===== src/rtl/imm_enc_pkg.sv =====
// Shared types and defaults for the rotated-immediate encoder.
package imm_enc_pkg;

  localparam int DEF_DATA_W = 32;
  localparam int DEF_IMM_W  = 8;
  localparam int DEF_ROT_W  = 4;
  localparam int ROT_MAX    = 15;

  typedef enum logic [1:0] {
    IDLE   = 2'd0,
    SEARCH = 2'd1,
    DONE   = 2'd2
  } state_t;

endpackage


===== src/rtl/imm_rot_check.sv =====
// Combinational test of one rotation: rotate val left by 2*rot and report
// whether everything above the low IMM_W bits is zero.
module imm_rot_check
  import imm_enc_pkg::*;
#(
  parameter int DATA_W = DEF_DATA_W,
  parameter int IMM_W  = DEF_IMM_W,
  parameter int ROT_W  = DEF_ROT_W
) (
  input  logic [DATA_W-1:0] val,
  input  logic [ROT_W-1:0]  rot,
  output logic              fits,
  output logic [IMM_W-1:0]  imm8
);

  logic [2*DATA_W-1:0] w_dbl;
  logic [2*DATA_W-1:0] w_shl;
  logic [DATA_W-1:0]   w_rol;
  logic [ROT_W:0]      w_amt;

  // Rotating the doubled word and keeping the top half gives a modulo-DATA_W ROL.
  assign w_amt = {rot, 1'b0};
  assign w_dbl = {val, val};
  assign w_shl = w_dbl << w_amt;
  assign w_rol = w_shl[2*DATA_W-1:DATA_W];

  assign fits = (w_rol[DATA_W-1:IMM_W] == '0);
  assign imm8 = w_rol[IMM_W-1:0];

endmodule


===== src/rtl/imm_encoder.sv =====
// Iterative constant -> {rot, imm8} encoder, one rotation tested per clock.
// Define IMM_ENC_NEG_EN to also search ~value (MVN-style encodings, sets neg).
module imm_encoder
  import imm_enc_pkg::*;
#(
  parameter int DATA_W = DEF_DATA_W,
  parameter int IMM_W  = DEF_IMM_W,
  parameter int ROT_W  = DEF_ROT_W
) (
  input  logic                   clk,
  input  logic                   reset,
  input  logic                   start,
  input  logic [DATA_W-1:0]      value,
  output logic                   busy,
  output logic                   done,
  output logic                   valid,
  output logic                   neg,
  output logic [ROT_W+IMM_W-1:0] imm12
);

  state_t                 r_state;
  logic [DATA_W-1:0]      r_val;
  logic [ROT_W-1:0]       r_rot_cnt;
  logic                   r_busy;
  logic                   r_done;
  logic                   r_valid;
  logic                   r_neg;
  logic [ROT_W+IMM_W-1:0] r_imm12;

  logic                   w_pos_fits;
  logic [IMM_W-1:0]       w_pos_imm8;
  logic                   w_neg_fits;
  logic [IMM_W-1:0]       w_neg_imm8;

  imm_rot_check #(
    .DATA_W (DATA_W),
    .IMM_W  (IMM_W),
    .ROT_W  (ROT_W)
  ) u_pos_check (
    .val  (r_val),
    .rot  (r_rot_cnt),
    .fits (w_pos_fits),
    .imm8 (w_pos_imm8)
  );

`ifdef IMM_ENC_NEG_EN
  logic [DATA_W-1:0] w_val_inv;
  assign w_val_inv = ~r_val;

  imm_rot_check #(
    .DATA_W (DATA_W),
    .IMM_W  (IMM_W),
    .ROT_W  (ROT_W)
  ) u_neg_check (
    .val  (w_val_inv),
    .rot  (r_rot_cnt),
    .fits (w_neg_fits),
    .imm8 (w_neg_imm8)
  );
`else
  assign w_neg_fits = 1'b0;
  assign w_neg_imm8 = '0;
`endif

  always_ff @(posedge clk) begin
    if (reset) begin
      r_state   <= IDLE;
      r_val     <= '0;
      r_rot_cnt <= '0;
      r_busy    <= 1'b0;
      r_done    <= 1'b0;
      r_valid   <= 1'b0;
      r_neg     <= 1'b0;
      r_imm12   <= '0;
    end else begin
      case (r_state)
        IDLE: begin
          r_done <= 1'b0;
          if (start) begin
            r_val     <= value;
            r_valid   <= 1'b0;
            r_neg     <= 1'b0;
            r_imm12   <= '0;
            r_rot_cnt <= '0;
            r_busy    <= 1'b1;
            r_state   <= SEARCH;
          end
        end
        SEARCH: begin
          // Plain match beats inverted match at the same rotation.
          if (w_pos_fits) begin
            r_imm12 <= {r_rot_cnt, w_pos_imm8};
            r_valid <= 1'b1;
            r_neg   <= 1'b0;
            r_done  <= 1'b1;
            r_state <= DONE;
          end else if (w_neg_fits) begin
            r_imm12 <= {r_rot_cnt, w_neg_imm8};
            r_valid <= 1'b1;
            r_neg   <= 1'b1;
            r_done  <= 1'b1;
            r_state <= DONE;
          end else if (r_rot_cnt == ROT_W'(ROT_MAX)) begin
            r_imm12 <= '0;
            r_valid <= 1'b0;
            r_neg   <= 1'b0;
            r_done  <= 1'b1;
            r_state <= DONE;
          end else begin
            r_rot_cnt <= r_rot_cnt + 1'b1;
          end
        end
        DONE: begin
          r_done  <= 1'b0;
          r_busy  <= 1'b0;
          r_state <= IDLE;
        end
        default: begin
          r_done  <= 1'b0;
          r_busy  <= 1'b0;
          r_state <= IDLE;
        end
      endcase
    end
  end

  assign busy  = r_busy;
  assign done  = r_done;
  assign valid = r_valid;
  assign neg   = r_neg;
  assign imm12 = r_imm12;

endmodule


===== config.mk =====
export PLATFORM = sky130hd
export DESIGN_NAME = imm_encoder
export DESIGN_NICKNAME = d
export VERILOG_FILES = /design/src/rtl/imm_enc_pkg.sv /design/src/rtl/imm_rot_check.sv /design/src/rtl/imm_encoder.sv
export SDC_FILE = /design/constraint.sdc
export NUM_CORES = 1
export LEC_CHECK = 0
export ABC_AREA = 0
export ABC_CLOCK_PERIOD_IN_PS = 2800
export BUFFER_PORTS_ARGS = -buffer_cell sky130_fd_sc_hd__buf_2
export CORE_UTILIZATION = 44
export DETAILED_ROUTE_END_ITERATION = 16
export PLACE_DENSITY = 0.68
export SLEW_MARGIN = 20
export SYNTH_ARGS = -nofsm -noshare
export SYNTH_HDL_FRONTEND = slang
export SYNTH_SLANG_ARGS = --single-unit

===== constraint.sdc =====
create_clock -name clk -period 2.8 [get_ports clk]
set_input_delay 0.14 -clock clk [delete_from_list [all_inputs] [get_ports clk]]
set_output_delay 0.14 -clock clk [all_outputs]
set_load 0.02 [all_outputs]

Word level (Yosys, flattened, before mapping)
Cells that the tools add are included.
{ "totals": {"ff_bits": 54, "inputBits": 35, "wordCells": 49} }
{ "classes": {"n_addsub": 1, "n_eq_ne": 6, "n_shift": 1, "muxes": 22, "bitwise": 1, "reduce_logical": 10} }
{ "ops": {"columns": ["op", "count"], "rows": [
  ["$shl A64 B5 Y64", 1],
  ["$mux W12", 3],
  ["$logic_not A24 Y1", 1],
  ["$pmux W12 S2", 1],
  ["$mux W4", 3],
  ["$pmux W4 S2", 1],
  ["$mux W1", 7],
  ["$mux W2", 3],
  ["$ne A2 B2 Y1 const B", 3],
  ["$pmux W1 S2", 3],
  ["$reduce_and A2 Y1", 3],
  ["$add A4 B1 Y4 const B", 1],
  ["$eq A4 B4 Y1 const B", 1],
  ["$pmux W2 S2", 1],
  ["$reduce_and A4 Y1", 1],
  ["$reduce_bool A2 Y1", 2],
  ["$ne A3 B2 Y1 const B", 1],
  ["$reduce_and A3 Y1", 1],
  ["$eq A2 B1 Y1 const B", 1],
  ["$logic_not A2 Y1", 1],
  ["$reduce_or A2 Y1", 1],
  ["$not A1 Y1", 1]
]} }

Longest topological paths before layout
{ "logic_depth": {"word_depth": 4, "mapped_depth": 12, "depth_no_buf": 8} }

By module
From an unflattened synthesis, not the netlist that was laid out.
{ "unflattened": {"cells_unflattened": 409, "area_unflattened_um2": 3164.3} }
{ "by_module_without_submodules": {"columns": ["module", "n_inst", "cells_per_inst", "area_per_inst_um2", "seq_area_each_um2"], "rows": [
  ["imm_encoder", 1, 240, 1950.6, 1061.0],
  ["imm_rot_check", 1, 169, 1213.7, 0.0]
]} }

Worst setup path after synthesis
Ideal clock, no wire load.
{ "synth_timing": {"kind": "reg2reg", "startpoint": "register r_rot_cnt[0]", "endpoint": "register r_imm12[2] (netlist: imm12[2])", "setup_time_ps": 117, "arrival_ps": 2410, "slack_ps": 273, "stages_incl_launch_ff": 11, "period_less_slack_ps": 2527, "path_cell_list": "dfxtp_1 buf_6 mux4_2 or4_1 nor2_1 a21oi_1 nor3_4 a21o_4 o21ai_2 buf_6 a22o_1"} }
{ "synth_via": {"elab_chain_cells": 4, "elab_cells_between_ends": 7, "classes_between": "2 x eq/ne; 1 x shift; 2 x mux; 2 x reduce/logical"} }
{ "synth_rtl": {"columns": ["element", "line_no", "text"], "rows": [
  ["start, declared", "imm_encoder.sv:23", "logic [ROT_W-1:0] r_rot_cnt;"],
  ["start signal, assigned", "imm_encoder.sv:110", "r_rot_cnt <= r_rot_cnt + 1'b1;"],
  ["$shl A64 B5 Y64", "imm_rot_check.sv:24", "assign w_shl = w_dbl << w_amt;"],
  ["$logic_not A24 Y1", "imm_rot_check.sv:27", "assign fits = (w_rol[DATA_W-1:IMM_W] == '0);"],
  ["$ne A3 B2 Y1 (no line) / $mux W12 (equally long branches)", null, null],
  ["$reduce_and A3 Y1 (no line) / $pmux W12 S2 (equally long branches)", null, null],
  ["end signal, assigned", "imm_encoder.sv:92", "r_imm12 <= {r_rot_cnt, w_pos_imm8};"],
  ["end signal, assigned", "imm_encoder.sv:98", "r_imm12 <= {r_rot_cnt, w_neg_imm8};"],
  ["end, declared", "imm_encoder.sv:28", "logic [ROT_W+IMM_W-1:0] r_imm12;"]
]} }
Several ways; a longest one is shown, not always the timed one.
A chain may end at the register's enable or synchronous reset.

Final worst setup path
{ "layout_timing": {"startpoint": "register r_rot_cnt[0]", "endpoint": "register r_rot_cnt[2]"} }
{ "layout_via": {"elab_chain_cells": 4, "elab_cells_between_ends": 10, "classes_between": "1 x add/sub; 3 x eq/ne; 1 x shift; 3 x mux; 2 x reduce/logical"} }
{ "layout_rtl": {"columns": ["element", "line_no"], "rows": [
  ["$shl A64 B5 Y64 / $add A4 B1 Y4 (equally long branches)", "imm_rot_check.sv:24, imm_encoder.sv:110"],
  ["$logic_not A24 Y1 / $mux W4 (equally long branches)", "imm_rot_check.sv:27, imm_encoder.sv:103"],
  ["$ne A2 B2 Y1 (no line) / $mux W4 (equally long branches)", null],
  ["$reduce_and A4 Y1 (no line) / $pmux W4 S2 (equally long branches)", null]
]} }
Several ways; a longest one is shown, not always the timed one. The select of a mux whose other input is x is not followed.

==> qor.txt <==
Status: finished, final reports clean
Core Footprint: 8220 um2
Share of cells above drive strength 1: 27.9%
Mux cell area share after synthesis: 18.1%
Post-synthesis xor/xnor area fraction: 0%
Global-route wire length before repair: 18.1 mm
Setup bufs post-CTS: 0
Maximum vdd drop: 0.197 mV
Synth Area in Compound Gates: 22.2%
CTS Buf Count: 5
DP Wirelength: 8.25 mm
Synth Area in Simple Gates: 23.6%
Post-Syn Area: 3730 um2
WHS: 0.0497 ns
Num Clock Sinks: 53
Reg clk slew, reported paths: 0.10 ns
Mean Syn Cell Area: 8.32 um2
Die area: 8860 um2
Via Count: 3753
Most frequent cells after synthesis: nand2_1, dfxtp_1, a21oi_1
# DRC: 0
H-tree levels: 2
Die W: 94.1 um
Synth top area share: 28.4%
Final instance area: 4320 um2
CP startpoint kind: register
Max-slew violation count: 0
DR WL/cell: 19.0 um
Initial antenna violation count: 0
Hold_buf cts: 0
Async set-reset flop share out of synthesis: 0%
Slew margin rel.: 64.3%
Global-route usage over all layers: 26.9%
Total grt overflow: 0
Nets: 526
Layout Cells excl Fill: 596
Fmax: 0.379 GHz
Critical Path Sink Type: register
Slowest stage cell on the critical path: or4b_2
Clk_lat worst skew: 0.31 ns
Area contributors post-synth: dfxtp_1, mux4_2, nand2_1
Power Dens Cells: 435 nW/um2
Crit path cell chain: buf_12 -> nand2_1 -> or4b_2 -> o311a_1 -> nor3_1 -> a22o_2 -> a21oi_1 -> and3_4 -> a2111oi_2
I/O pin count: 51
Largest net degree at the start of global routing: 34
Multi-input gate area: 2420 um2
Placer's final routability congestion estimate: 1.04
CP Class: register to register
FF+latch count, synth: 53
Drt initial violations: 409
Library cells used by synthesis: 59
Hold Fails Final Rpt: 0
Adder-cell share of the synthesized area: 0.335%
DP Area: 4190 um2
Synth area leader: dfxtp_1
Number of flops mapped to enable cells by yosys: 0
Routed Antenna Nets: 0
Vias per cell: 6.30
Setup TNS Final: 0 ns
Num rows: 33
Max_cap viols: 0
Placed insts: 588
HP Class: input pin to register
IO buf count: 49
Final Setup Violations: 0
Register area: 1070 um2
Transition time at the pin with the least slew margin: 0.522 ns
Ys flop type: dfxtp_1
Final WS setup: 0.160 ns
Effective utilization at floorplan: 45.4%
Fillcell total: 778
Crit path time final: 2.64 ns
RSZ-0062 raised after global routing: yes
TritonRoute pass-1 iters: 5
Setup WS pre-CTS: 0.0261 ns
Max Clock Skew: 0.00885 ns
Worst Path Arrival: 2.86 ns
Die Y: 94.1 um
Critical Path Fanout Max: 23
Period utilisation layout: 94.3%
Vias in the first global route: 3344
Register area share after synthesis: 28.4%
Synth warn: 0
P&R area growth vs syn: 15.7%
Cells after Synth: 449
Most numerous cell in the Yosys netlist: nand2_1
Leak pwr: 0.00164 uW
Main combinational cell family by area after synthesis: simple AND/OR/NAND/NOR gates
Ant. Diodes: 0
Critical path required time: 3.02 ns
CTS Root Buffer Type: clkbuf_8
CTS Buffer Depth: 2
Drt total wl: 11.3 mm
Syn nets: 485
Slowest stage delay, CP: 0.64 ns
CTS tree: built
[cells by family after synthesis]
group,count (synthesis)
other,1
DFF,53
muxes,37
and+or+nand+nor,176
buffers and inverters,57
AOI/OAI and AO/OA,124
adders and majority gates,1
[power breakdown]
part / total [uW] / leakage (uW) / internal, uW / switching [uW]
Combinational: 522 / 0.00116 / 251 / 272
Sequential: 875 / 0.000434 / 789 / 85.9
Clock: 483 / 0.0000542 / 224 / 259
Total: 1880 / 0.00164 / 1260 / 617
[path summary, 6_finish.rpt]
check             slack (ns)      endpoint  depth (start not counted)         start
setup / recovery        0.16  r_rot_cnt[2]                          9  r_rot_cnt[0]
hold reg to reg         0.47         valid                          1         valid
hold / removal          0.05     r_val[28]                          3     value[28]
setup reg to reg        0.16  r_rot_cnt[2]                          9  r_rot_cnt[0]
[area by class of cell]
class	count	area share [%]
Timing Repair Buffer	86	13.4
Sequential cell	53	24.8
Tap cell	105	3.04
Inverter	5	0.435
Multi-Input combinational cell	339	56.1
Clock inverter	1	0.116
Clock buffer	7	2.23
[registers in the layout, indices dropped and copies added, names as in the netlist]
name and count:
r_val 32, valid 1, r_state 2, busy 1, done 1, r_rot_cnt 4, imm12 12
[critical path: cells and delay by family, from the launching register on]
kind	cells	cell delay, ns
flops	1	0.44
buf+inv	1	0.18
compound gates	4	0.76
simple gates	4	1.15
[layer usage]
metal,wire (um),global-route usage (%)
met5,0,0
met2,5150,41.9
met3,857,3.96
met4,300,9.49
met1,5000,37.6
[through the flow]
stage / power, uW / util [%]
global route: 1980 / 52.6
CTS: 1880 / 52.3
finish: 1880 / 52.6
detailed placement: 1400 / 51.0
global placement: 1390 / 51.0
floorplan: 1230 / -
[cell usage in the layout, fill, tap and decap left out, types with 2 or more instances in the layout]
cell type  synthesis  layout
or2_2              2       2
or3_1              2       2
a22o_1            13      12
nand2b_1           8       8
mux2_2             8       8
mux4_1             2       2
a2111oi_0          6       6
nor3b_1            6       6
buf_4              4      32
o2111ai_1          3       3
nor4_1            16      15
buf_2             15      49
dfxtp_4            0       2
nor2b_1            8       8
a211oi_1          10      10
o32a_1             2       2
a21oi_1           51      51
buf_12             0       4
mux2i_1            6       6
o21ai_0           12      11
dfxtp_1           53      50
mux4_2            21      21
o211ai_1           4       4
nand2_1           76      76
nor4b_1            5       5
a31oi_1            4       4
inv_1              5       5
or4_1              2       2
and3_1             3       3
clkbuf_8           0       7
o22ai_1            2       2
nor3_1            20      19
a21o_1             2       2
nor2_1            21      21
[timing repair]
item                       4_1_cts  5_1_grt
gates resized for setup          1        7
pin swaps                        1        0
setup endpoints to repair        4       16
Note: power is estimated with default switching activity, not from simulation.
